`config.mk`:
```
export PLATFORM = sky130hd
export DESIGN_NAME = mips_reg_file
export DESIGN_NICKNAME = d
export VERILOG_FILES = /design/src/rtl/mips_reg_file_pkg.sv /design/src/rtl/mips_reg_read_port.sv /design/src/rtl/mips_reg_file.sv
export SDC_FILE = /design/constraint.sdc
export NUM_CORES = 1
export LEC_CHECK = 0
export ABC_AREA = 1
export CAP_MARGIN = 15
export CORE_AREA = 5 5 134 136
export DETAILED_ROUTE_END_ITERATION = 12
export DIE_AREA = 0 0 139 141
export HOLD_SLACK_MARGIN = 0.02
export PLACE_DENSITY = 0.71
export SETUP_SLACK_MARGIN = 0.5
export SYNTH_ARGS = -nofsm -noshare
export SYNTH_HDL_FRONTEND = slang
export SYNTH_SLANG_ARGS = --single-unit
```
`constraint.sdc`:
```
create_clock -name clk -period 1.9 [get_ports clk]
set_input_delay 0.285 -clock clk [delete_from_list [all_inputs] [get_ports clk]]
set_output_delay 0.285 -clock clk [all_outputs]
set_load 0.03 [all_outputs]
```
`src/rtl/mips_reg_file_pkg.sv`:
```
// Shared definitions for the 16-bit MIPS register file and the ALU operand select path.
// Register geometry, the hardwired zero index, and the 4:1 operand-mux select encoding.
package mips_reg_file_pkg;

  localparam int DATA_W   = 16;
  localparam int ADDR_W   = 3;
  localparam int NUM_REGS = 2 ** ADDR_W;

  localparam logic [ADDR_W-1:0] ZERO_REG = 3'd0;

  // Operand select driven by the control unit into the ALU operand mux.
  typedef enum logic [1:0] {
    OPSEL_REG     = 2'd0,
    OPSEL_IMM     = 2'd1,
    OPSEL_FWD_EX  = 2'd2,
    OPSEL_FWD_MEM = 2'd3
  } opsel_e;

  function automatic logic [DATA_W-1:0] opsel_mux(
    input opsel_e            sel,
    input logic [DATA_W-1:0] reg_val,
    input logic [DATA_W-1:0] imm_val,
    input logic [DATA_W-1:0] fwd_ex_val,
    input logic [DATA_W-1:0] fwd_mem_val
  );
    logic [DATA_W-1:0] res;
    case (sel)
      OPSEL_REG:     res = reg_val;
      OPSEL_IMM:     res = imm_val;
      OPSEL_FWD_EX:  res = fwd_ex_val;
      OPSEL_FWD_MEM: res = fwd_mem_val;
      default:       res = reg_val;
    endcase
    return res;
  endfunction

endpackage

```
`src/rtl/mips_reg_read_port.sv`:
```
// One combinational read port: address decode, R0 override and, when REGFILE_BYPASS_EN
// is defined, the same-cycle write-to-read bypass compare.
module mips_reg_read_port #(
  parameter int DATA_W = mips_reg_file_pkg::DATA_W,
  parameter int ADDR_W = mips_reg_file_pkg::ADDR_W
) (
  input  logic [ADDR_W-1:0] raddr,
  input  logic [DATA_W-1:0] regs [2**ADDR_W],
`ifdef REGFILE_BYPASS_EN
  input  logic              byp_en,
  input  logic [ADDR_W-1:0] byp_addr,
  input  logic [DATA_W-1:0] byp_data,
`endif
  output logic [DATA_W-1:0] rdata
);
  import mips_reg_file_pkg::*;

  localparam logic [ADDR_W-1:0] ZERO_IDX = ADDR_W'(ZERO_REG);

  always_comb begin
    rdata = regs[raddr];
`ifdef REGFILE_BYPASS_EN
    if (byp_en && (byp_addr == raddr)) begin
      rdata = byp_data;
    end
`endif
    // R0 wins over everything, including a bypass aimed at index 0.
    if (raddr == ZERO_IDX) begin
      rdata = '0;
    end
  end

endmodule

```
`src/rtl/mips_reg_file.sv`:
```
// 8 x 16-bit architectural register file: one synchronous write port, two combinational
// read ports, R0 hardwired to zero. Define REGFILE_BYPASS_EN for same-cycle write-to-read bypass.
module mips_reg_file #(
  parameter int DATA_W = mips_reg_file_pkg::DATA_W,
  parameter int ADDR_W = mips_reg_file_pkg::ADDR_W
) (
  input  logic              clk,
  input  logic              rst,
  input  logic              we,
  input  logic [ADDR_W-1:0] waddr,
  input  logic [DATA_W-1:0] wdata,
  input  logic [ADDR_W-1:0] raddr1,
  input  logic [ADDR_W-1:0] raddr2,
  output logic [DATA_W-1:0] rdata1,
  output logic [DATA_W-1:0] rdata2
);
  import mips_reg_file_pkg::*;

  localparam int                NUM_REGS_L = 2 ** ADDR_W;
  localparam logic [ADDR_W-1:0] ZERO_IDX   = ADDR_W'(ZERO_REG);

  logic              wr_en;
  logic [DATA_W-1:0] regs_q    [1:NUM_REGS_L-1];
  logic [DATA_W-1:0] regs_view [NUM_REGS_L];

  assign wr_en = we && (waddr != ZERO_IDX);

  // R0 has no storage; only R1..R7 are flops.
  always_ff @(posedge clk) begin
    for (int i = 1; i < NUM_REGS_L; i++) begin
      if (rst) begin
        regs_q[i] <= '0;
      end else if (wr_en && (waddr == ADDR_W'(i))) begin
        regs_q[i] <= wdata;
      end
    end
  end

  always_comb begin
    regs_view[0] = '0;
    for (int i = 1; i < NUM_REGS_L; i++) begin
      regs_view[i] = regs_q[i];
    end
  end

`ifdef REGFILE_BYPASS_EN
  logic byp_en;
  assign byp_en = wr_en && !rst;
`endif

  mips_reg_read_port #(
    .DATA_W(DATA_W),
    .ADDR_W(ADDR_W)
  ) u_rd1 (
    .raddr    (raddr1),
    .regs     (regs_view),
`ifdef REGFILE_BYPASS_EN
    .byp_en   (byp_en),
    .byp_addr (waddr),
    .byp_data (wdata),
`endif
    .rdata    (rdata1)
  );

  mips_reg_read_port #(
    .DATA_W(DATA_W),
    .ADDR_W(ADDR_W)
  ) u_rd2 (
    .raddr    (raddr2),
    .regs     (regs_view),
`ifdef REGFILE_BYPASS_EN
    .byp_en   (byp_en),
    .byp_addr (waddr),
    .byp_data (wdata),
`endif
    .rdata    (rdata2)
  );

endmodule

```
* Word level (Yosys, flattened, before mapping)
Memories as Yosys holds them, arrays and structs flattened.
Cells that the tools add are included.
** Word-level totals
- Register bits after elaboration :: 0
- Memory bits (writable) :: 112
- Bits of input ports :: 28
- Output and inout port bits :: 32
- Word-level logic and storage cells :: 68
- Memories :: 1
** Operators by class
- Order comparisons :: 2
- Eq/ne operators :: 7
- Multiplexer cells :: 38
- Bitwise operators :: 9
- Reductions and logical operators :: 11
** Memory list
- regs_q :: words 7, width 16, rd ports 7, clocked after memory_dff 0, wr ports 7, RTL line mips_reg_file.sv:23 : logic [DATA_W-1:0] regs_q [1:NUM_REGS_L-1];
** Operators by type and width (count)
- $mux W16 :: 13
- $bmux W16 S3 :: 2
- $mux W1 :: 23
- $eq A3 B3 Y1 const B :: 4
- $ge A4 B4 Y1 const B :: 2
- $logic_and A1 B1 Y1 :: 8
- $not A3 Y4 :: 2
- $or A1 B1 Y1 :: 7
- $eq A3 B2 Y1 const B :: 2
- $logic_not A3 Y1 :: 2
- $eq A3 B1 Y1 const B :: 1
- $reduce_bool A3 Y1 :: 1

* Logic depth before layout (Yosys ltp)
- Word-level depth :: 7
- Gate-level depth with buffers :: 8
- Depth with buffers taken out :: 7

* Cells and area by module
A second synthesis with hierarchy kept.
** Unflattened totals
- Cells, all modules :: 1139
- Area, all modules :: 7856.3 um2
** By module, submodules not included
- mips_reg_file :: times used 1, cells an instance 281, area an instance 4207.8 um2, seq. area each 3363.2 um2
- mips_reg_read_port :: times used 2, cells an instance 429, area an instance 1824.2 um2, seq. area each 0.0 um2

* Worst setup path before layout
Ideal clock, no wire load.
- Path kind :: input port to flip-flop
- Start :: input port we
- End :: register, netlist name regs_q[0][64]
- Setup time :: 0.415 ns
- Data arrival time :: 1.646 ns
- Required time :: 1.485 ns
- Slack :: -0.161 ns
- Cell stages on the path :: 2
- Path buffers :: 0
- Path through :: nand2_1 -> o31ai_1
** RTL lines
- start, declared :: RTL line mips_reg_file.sv:9 : input logic we,

==> results.cfg <==
[critical_path]
crit_buf_inv = 2
path_delay_family = simple AND/OR/NAND/NOR gates
cp.depth = 7
path_class = register to output port
critical_path.max_fanout = 2
cp.required_ns = 1.62
end_kind = output port
cp_cell_sequence = inv_2, nand2_1, nand3_2, nand2_1, nand2_2, nand2_2, buf_6
critPathMaxStageDelay_ns = 0.38
crit_end = rdata1[7]
cp_slowest_cell = edfxtp_1
crit_start = regs_q[0][55]$_SDFFCE_PN0P_
worst_setup_path_start_kind = register
critPathArrivalTime_ns = 1.33

[logic_synthesis]
netlist_instances = 868
syn_area_per_cell_sq_um = 7.50
seq_area_frac_synth_pct = 51.6
syn_nets = 896
syn-cell-area_sq_mm = 0.00651
synth_common_cells = nand2_1, edfxtp_1, nor2_1
synth_top_area_cell = edfxtp_1
synthArstFlopShare_pct = 0
ys.flop_type = edfxtp_1
ys_ff_latch = 112
synth_warnings = 0
synth_top_area_share_pct = 51.6
synth-edff-count = 112
yosys-top-cells-area = edfxtp_1, nand2_1, nand3_1
synth.most_common_cell = nand2_1
synth.distinct_cells = 19

[cts]
cts_tree = done
numClockSinks = 112
cts_hold_buf = 0
cts.htree.levels = 3
clockRootBuffer = clkbuf_16
cts_made_buffers = 9
clk_pin_slew_ns = 0.07
cts_buffer_depth = 2

[sta]
relSlewSlack_pct = 78.6
rsz0062_at_grt = true
fin_crit_sh_pct = 85.1
period_needed_ns = 1.62
hold_viol = 0
fin_ws_ns = 0.282
fin_tns_setup_ns = 0
finalSetupViolCount = 0
fmax_mhz = 618
tightest_slew_ns = 0.320
drv_slew = 0

[cells_and_area]
final_core_utilization_pct = 50.4
largest-register = regs_q
fin_nets = 965
syn2layout_area_growth_pct = 30.2
largest_reg_flops = 112
reg_top3 = regs_q: 112 flops
fill_cells = 1568
antenna_cells = 0
drive_above_1_share_pct = 22.3

[drt]
routed-via-count = 6012
wl_per_cell_microns = 17.3
ant_nets = 0
drt_iter0_drc = 621
drt-total-wl_microns = 20200
first_pass_iters = 5
drc = 0
routed_via_density = 5.15

[global_route]
first_global_vias = 6008
grt_pass1_wl_microns = 31400
gr-total-overflow = 0
antenna_found_initial = 0
grt_util_all_layers_pct = 20.6
grt_max_degree = 49

[pwr]
clkPwrFrac_pct = 30.4
total_power_mw = 6.31
ir_drop_mv = 0.559
p_seq_share_pct = 46.9
p_int_mw = 4.46
powerDensity_mw_per_mm2 = 744
switching_share_pct = 29.4
p_leak_nw = 3.93
combPwrFrac_pct = 22.7
p_sw_mw = 1.86

[status]
status = complete, no violations

[floorplan]
die_area_sq_mm = 0.0196
io_pins = 60
die_h_microns = 141
start_util_pct = 38.7
row_count = 48
fp.dieW_microns = 139
coreArea_sq_mm = 0.0168

[worst_hold_path]
hold_depth = 5
min_path_type = primary input to register

[place]
dp_hpwl_microns = 12900
routabilityCongestion = 0.921
port_buffers = 59
dp_worst_setup_slack_ns = -0.0550

[run]
maxCapViolations = 0
power by group through the flow:
| stage | clock (mW) | sequential, mW | combinational, mW |
|---|---|---|---|
| after global routing | 2.04 | 2.97 | 1.54 |
| final | 1.92 | 2.96 | 1.43 |
| after CTS | 1.94 | 2.95 | 1.37 |
| after detailed placement | 0 | 3.01 | 1.25 |
| after floorplan | 0 | 2.99 | 0.743 |
| after global placement | 0 | 3.00 | 1.24 |
worst min-delay path by stage:
stage                                            from                            to
after global routing                         waddr[1]   regs_q[0][66]$_SDFFCE_PN0P_
after CTS                                    wdata[6]  regs_q[0][118]$_SDFFCE_PN0P_
after detailed placement  regs_q[0][21]$_SDFFCE_PN0P_                     rdata1[5]
after floorplan                              wdata[5]  regs_q[0][101]$_SDFFCE_PN0P_
final                                        waddr[1]   regs_q[0][66]$_SDFFCE_PN0P_
after global placement    regs_q[0][21]$_SDFFCE_PN0P_                     rdata1[5]
per-stage QoR:
step           instance area [sq um]  hold WS (ns)  cells
2_1_floorplan                   6570         0.562    868
3_3_place_gp                    7650         0.968   1142
3_5_place_dp                    7650         0.977   1142
4_1_cts                         8270         0.711   1164
5_1_grt                         8480         0.644   1167
6_report                        8480         0.615   1167
cells by family after synthesis:
logic type	share of synthesized area, %
compound gates	0.192
buf+inv	9.07
flops	51.6
simple gates	39.1
routing by layer:
| metal | global-route usage [%] | part of all wire (%) | vias to the layer above |
|---|---|---|---|
| met2 | 35.8 | 50 | 277 |
| met4 | 7.00 | 2.6 | 0 |
| met3 | 5.66 | 8.7 | 46 |
| li1 | - | - | 2843 |
| met5 | 0 | 0 | - |
| met1 | 24.7 | 39 | 2846 |
area by class of cell:
cell class | instances | area [sq um] | area share (%)
Tap cell | 225 | 282 | 3.32
Multi-Input combinational cell | 618 | 2820 | 33.2
Inverter | 92 | 367 | 4.32
Timing Repair Buffer | 104 | 1350 | 16.0
Clock inverter | 7 | 71.3 | 0.841
Clock buffer | 9 | 225 | 2.66
Sequential cell | 112 | 3360 | 39.7
tightest hold or removal path, cell delays in order:
cell and delay [ns]:
dlymetal6s2s_1 0.14, inv_2 0.08, nand4_4 0.11, buf_12 0.15
nor2_1 0.05
cells in the final DEF, fill, tap and decap left out, drive strengths merged:
master	instances
nand2	396
nor2	117
edfxtp	112
nand3	102
inv	91
buf	80
clkdlybuf4s50	19
clkbuf	10
clkinv	4
clkinvlp	3
dlygate4sd2	3
o31ai	1
o21ai	1
nand4	1
bufinv	1
dlymetal6s2s	1
what timing repair did:
item                                    4_1_cts  5_1_grt
resized for setup                            85       56
endpoints found under the setup margin       80      145
pin swaps                                    50       38
gates cloned                                  2        1
buffers inserted                              4        2
Power figures use the tool's default switching activity.
